$ cat src/rtl/arb_pkg.sv
// Shared definitions for the two-master memory arbiter.
package arb_pkg;

    typedef enum logic [1:0] {
        IDLE     = 2'd0,
        CPU_BUSY = 2'd1,
        VEC_BUSY = 2'd2
    } arb_state_t;

    localparam logic GNT_CPU = 1'b0;
    localparam logic GNT_VEC = 1'b1;

    localparam int VEC_BURST_MAX_DEF = 4;

endpackage

$ cat src/rtl/vec_mem_arbiter.sv
// Merges the CPU native memory port and the vector coprocessor memory port
// onto one shared single-port memory bus. A grant is held for a whole
// transaction, and one IDLE cycle separates transactions so masters can drop
// their valid.
//
// state    | meaning
// ---------+--------------------------------------------------------------
// IDLE     | no transaction in flight; sample both valids and grant
// CPU_BUSY | CPU request on the bus; mem_ready is forwarded to the CPU
// VEC_BUSY | vector request on the bus; mem_ready is forwarded to the vector
module vec_mem_arbiter
    import arb_pkg::*;
#(
    parameter int VEC_BURST_MAX = VEC_BURST_MAX_DEF,
    parameter int CNT_W         = 8
) (
    input  logic        clk,
    input  logic        resetn,

    input  logic        cpu_mem_valid,
    input  logic        cpu_mem_instr,
    input  logic [31:0] cpu_mem_addr,
    input  logic [31:0] cpu_mem_wdata,
    input  logic [3:0]  cpu_mem_wstrb,
    output logic        cpu_mem_ready,
    output logic [31:0] cpu_mem_rdata,

    input  logic        vec_mem_valid,
    input  logic [31:0] vec_mem_addr,
    input  logic [31:0] vec_mem_wdata,
    input  logic [3:0]  vec_mem_wstrb,
    output logic        vec_mem_ready,
    output logic [31:0] vec_mem_rdata,

    output logic        mem_valid,
    output logic        mem_instr,
    output logic [31:0] mem_addr,
    output logic [31:0] mem_wdata,
    output logic [3:0]  mem_wstrb,
    input  logic        mem_ready,
    input  logic [31:0] mem_rdata
);

    localparam logic [CNT_W-1:0] BURST_MAX = CNT_W'(VEC_BURST_MAX);

    arb_state_t       state;
    arb_state_t       state_nxt;
    logic             last_grant;
    logic [CNT_W-1:0] burst_cnt;
    logic             grant_cpu;
    logic             grant_vec;

    // State register.
    always_ff @(posedge clk) begin
        if (!resetn) begin
            state <= IDLE;
        end else begin
            state <= state_nxt;
        end
    end

    // Grant decision and next state. Under contention the master that did not
    // win last time is chosen; the vector unit only wins after a CPU grant and
    // only while its burst allowance is not used up.
    always_comb begin
        state_nxt = state;
        grant_cpu = 1'b0;
        grant_vec = 1'b0;
        case (state)
            IDLE: begin
                if (cpu_mem_valid && vec_mem_valid) begin
                    if ((last_grant == GNT_CPU) && (burst_cnt < BURST_MAX)) begin
                        grant_vec = 1'b1;
                    end else begin
                        grant_cpu = 1'b1;
                    end
                end else if (cpu_mem_valid) begin
                    grant_cpu = 1'b1;
                end else if (vec_mem_valid) begin
                    grant_vec = 1'b1;
                end
                if (grant_cpu) begin
                    state_nxt = CPU_BUSY;
                end else if (grant_vec) begin
                    state_nxt = VEC_BUSY;
                end
            end
            CPU_BUSY, VEC_BUSY: begin
                if (mem_ready) begin
                    state_nxt = IDLE;
                end
            end
            default: state_nxt = IDLE;
        endcase
    end

    // Registered memory request: captured on the grant edge, held while busy,
    // mem_valid dropped on the completion edge.
    always_ff @(posedge clk) begin
        if (!resetn) begin
            mem_valid  <= 1'b0;
            mem_instr  <= 1'b0;
            mem_addr   <= 32'd0;
            mem_wdata  <= 32'd0;
            mem_wstrb  <= 4'd0;
            last_grant <= GNT_VEC;
        end else if (grant_cpu) begin
            mem_valid <= 1'b1;
            mem_instr <= cpu_mem_instr;
            mem_addr  <= cpu_mem_addr;
            mem_wdata <= cpu_mem_wdata;
            mem_wstrb <= cpu_mem_wstrb;
        end else if (grant_vec) begin
            mem_valid <= 1'b1;
            mem_instr <= 1'b0;
            mem_addr  <= vec_mem_addr;
            mem_wdata <= vec_mem_wdata;
            mem_wstrb <= vec_mem_wstrb;
        end else if ((state != IDLE) && mem_ready) begin
            mem_valid  <= 1'b0;
            last_grant <= (state == VEC_BUSY) ? GNT_VEC : GNT_CPU;
        end
    end

    // Burst counter: vector grants issued while the CPU is waiting.
    always_ff @(posedge clk) begin
        if (!resetn) begin
            burst_cnt <= '0;
        end else if (state == IDLE) begin
            if (grant_cpu || !cpu_mem_valid) begin
                burst_cnt <= '0;
            end else if (grant_vec && (burst_cnt < BURST_MAX)) begin
                burst_cnt <= burst_cnt + CNT_W'(1);
            end
        end
    end

    // Only the granted master sees mem_ready; a ready arriving in IDLE is dropped.
    assign cpu_mem_ready = (state == CPU_BUSY) && mem_ready;
    assign vec_mem_ready = (state == VEC_BUSY) && mem_ready;
    assign cpu_mem_rdata = mem_rdata;
    assign vec_mem_rdata = mem_rdata;

endmodule

$ cat config.mk
export PLATFORM = sky130hd
export DESIGN_NAME = vec_mem_arbiter
export DESIGN_NICKNAME = d
export VERILOG_FILES = /design/src/rtl/arb_pkg.sv /design/src/rtl/vec_mem_arbiter.sv
export SDC_FILE = /design/constraint.sdc
export NUM_CORES = 1
export LEC_CHECK = 0
export BUFFER_PORTS_ARGS = -buffer_cell sky130_fd_sc_hd__buf_4
export CAP_MARGIN = 20
export CELL_PAD_IN_SITES_DETAIL_PLACEMENT = 1
export CELL_PAD_IN_SITES_GLOBAL_PLACEMENT = 1
export CORE_ASPECT_RATIO = 0.5
export CORE_UTILIZATION = 26
export CTS_CLUSTER_SIZE = 8
export DETAILED_ROUTE_END_ITERATION = 10
export PLACE_DENSITY_LB_ADDON = 0.1
export SLEW_MARGIN = 20
export SYNTH_ARGS = -nofsm -noshare
export SYNTH_HDL_FRONTEND = slang
export SYNTH_SLANG_ARGS = --single-unit
$ cat constraint.sdc
create_clock -name clk -period 2.1 [get_ports clk]
set_input_delay 0.21 -clock clk [delete_from_list [all_inputs] [get_ports clk]]
set_output_delay 0.21 -clock clk [all_outputs]
set_load 0.005 [all_outputs]
==> impl_metrics.ini <==
[run_status]
status = complete, no violations

[floorplan]
fp-row-count = 31
die_h_um = 89.27
core_sq_mm = 0.01466
die_x_um = 176.5
start_util = 0.2701
ioPinCount = 310
die_area_sq_mm = 0.01576

[sta]
finalSetupViolCount = 0
fin_tns_setup_ps = 0
whs_ps = 121.1
finalHoldViolCount = 0
slew_viol_final = 0
slew_headroom = 0.4533
min_period_ps = 1876
rsz0062_at_grt = no
tightest_slew_ps = 820.0
min_period_over_period = 0.8933
max_freq_mhz = 533.1
fin_skew_ps = 7.655

[synth]
synth_cells = 512
syn_area_sq_mm = 0.003960
seq_area_frac_synth = 0.4095
yosysUniqueCellTypes = 35
avgSynthCellArea_sq_um = 7.734
yosysWarnings = 0
ys_ff_latch = 81
syn_nets = 690

[clock_tree]
cts_buffer_depth = 2
cts_resized = 0
clk_pin_slew_worst_paths_ps = 60
cts.hold.buffers_added = 0
tritoncts = built
cts_htree_levels = 3
clock-sinks = 81
post-cts-setup-buffers = 0
cts_root_buffer = clkbuf_16
cts_inserted_buffers = 9
insertion_delay_ps = 330

[place]
dpl_cell_area_sq_mm = 0.005360
dp.final_hpwl_mm = 11.16
gp_congestion = 0.7437
port_buffers = 213

[route]
drt-vias-per-instance = 4.789
drc = 0
wl_per_cell_um = 17.92
vias = 4080
drt-total-wl_mm = 15.27
drt-initial-drc-count = 120
drtAntennaViolNets = 0
detail_route.first_pass.iterations = 4

[final_layout]
area_growth_pct = 42.84
diodes = 0
fin_area_sq_mm = 0.005657
drive_gt1_frac = 0.3792
final_nets = 827

[power]
p_switching_w = 0.001643
cellLeakagePower_nw = 2.633
pwr-share-comb = 0.322
max-vdd-ir-drop_mv = 0.3837
seqPwrFrac = 0.370
internal-power_w = 0.003528
pwr_density_cell_mw_per_mm2 = 914.1
clkPwrFrac = 0.309
p_sw_frac = 0.3177

[global_route]
antenna_found_initial = 0
grtUsageTotal = 0.1842
grt_pass1_wl_mm = 22.25
grt_overflow = 0
grt_pass1_vias = 4011
grt_start_max_net_pins = 87

[critical_path]
start_kind = register
worstSetupPathType = reg -> reg
r2r-end = mem_addr[9]$_SDFFE_PN0P_
crit_required_ps = 2350
reg2reg_from = state[0]$_SDFFE_PN0P_
reg2reg_slack_ps = 220
critPathArrivalTime_ps = 2120
crit_end = mem_addr[9]$_SDFFE_PN0P_
cp_max_fo = 45
ff2ff_path_depth = 7
cp-end-kind = register
startpoint = state[0]$_SDFFE_PN0P_

[job]
maxCapViolCount = 0

[worst_hold_path]
hp-class = in -> reg
-- power groups by stage --
| stage | logic (W) | clock network [W] | registers (W) |
|---|---|---|---|
| after global routing | 0.00185 | 0.00172 | 0.00194 |
| after CTS | 0.00170 | 0.00166 | 0.00191 |
| after global placement | 0.00169 | 0 | 0.00194 |
| after detailed placement | 0.00169 | 0 | 0.00194 |
| final | 0.00166 | 0.00160 | 0.00191 |
| after floorplan | 0.000834 | 0 | 0.00195 |
-- Yosys cell counts, drive strengths merged --
cell / instances / area [sq um]
a21boi: 1 / 7.510
a21oi: 135 / 675.7
a22oi: 1 / 7.510
a311o: 3 / 30.03
a31oi: 1 / 6.260
a32oi: 1 / 8.760
a41oi: 1 / 8.760
and2: 4 / 25.02
and3: 4 / 25.02
and3b: 1 / 8.760
and4: 1 / 8.760
buf: 75 / 565.5
clkbuf: 28 / 105.1
dfxtp: 81 / 1622
ha: 4 / 50.05
inv: 5 / 18.77
mux2i: 2 / 20.02
nand2: 70 / 262.8
nand3: 1 / 5.000
nand4: 3 / 18.77
nor2: 6 / 22.52
nor2b: 6 / 37.54
nor3: 1 / 5.000
nor4: 1 / 6.260
nor4b: 1 / 8.760
o211a: 2 / 20.02
o21a: 2 / 15.01
o21ai: 68 / 340.3
o31ai: 1 / 7.510
or4: 1 / 7.510
or4b: 1 / 10.01
-- cells by family (layout without fill, tap and decap cells) --
group           Yosys count  in the layout  share of synthesized area
compound gates          216            216                     0.2847
fa+ha+maj                 4              4                    0.01264
buf+inv                 108            250                     0.1741
flops                    81             81                     0.4095
mux                       2              2                   0.005055
simple gates            101            101                     0.1141
-- state kept, by name (all words and copies together) (netlist names) --
register,flops
burst_cnt,8
last_grant,1
mem_addr,32
mem_instr,1
mem_valid,1
mem_wdata,32
mem_wstrb,4
state,2
-- stage by stage --
| step | total power [W] | setup slack (ps) | utilization | std cells |
|---|---|---|---|---|
| 2_1_floorplan | 0.002783 | 532.6 | - | 512 |
| 3_3_place_gp | 0.003631 | 269.3 | 0.3656 | 836 |
| 3_5_place_dp | 0.003633 | 218.4 | 0.3656 | 836 |
| 4_1_cts | 0.005274 | 196.6 | 0.3858 | 852 |
| 5_1_grt | 0.005507 | 42.07 | 0.3858 | 852 |
| 6_report | 0.005171 | 224.0 | 0.3858 | 852 |
-- layer usage --
metal	GRT usage	vias to the layer above	wire length (um)
li1	-	1978	-
met1	0.2140	1924	6152
met2	0.3216	165	7666
met3	0.07398	13	1290
met4	0.04310	0	161
met5	0	-	0
-- cells in the final DEF, fill, tap and decap left out, types with 4 or more instances in the layout --
cell,netlist,layout
nand2_1,70,70
nor2_1,6,5
clkbuf_16,0,9
a21oi_1,135,134
dfxtp_1,81,81
o21ai_0,66,66
inv_1,5,5
buf_12,0,5
and2_1,4,4
ha_1,4,4
nor2b_1,6,6
and3_1,4,4
buf_4,65,224
-- worst max-delay path, cell delays in order, from the launching register on --
cell,delay (ps)
dfxtp_1,330
inv_1,90
ha_1,420
nand2_1,180
a21oi_4,210
buf_12,260
a21oi_1,100
a21oi_1,190
-- area by class of cell --
| class | count | area [sq um] |
|---|---|---|
| Inverter | 5 | 18.77 |
| Fill cell | 1809 | 9005 |
| Multi-Input combinational cell | 323 | 1690 |
| Tap cell | 198 | 247.7 |
| Timing Repair Buffer | 229 | 1782 |
| Clock inverter | 6 | 67.56 |
| Clock buffer | 10 | 229.0 |
| Sequential cell | 81 | 1622 |
-- worst min path at each step --
stage / slack, ps / end / cells after the start / from
2_1_floorplan: 340 / mem_addr[0]$_SDFFE_PN0P_ / 2 / vec_mem_addr[0]
3_3_place_gp: 420 / vec_mem_rdata[30] / 0 / mem_rdata[30]
3_5_place_dp: 420 / vec_mem_rdata[30] / 0 / mem_rdata[30]
4_1_cts: 110 / mem_addr[18]$_SDFFE_PN0P_ / 3 / vec_mem_addr[18]
5_1_grt: 100 / mem_addr[15]$_SDFFE_PN0P_ / 3 / vec_mem_addr[15]
6_report: 120 / mem_addr[18]$_SDFFE_PN0P_ / 3 / vec_mem_addr[18]
Note: power is estimated with default switching activity, not from simulation.
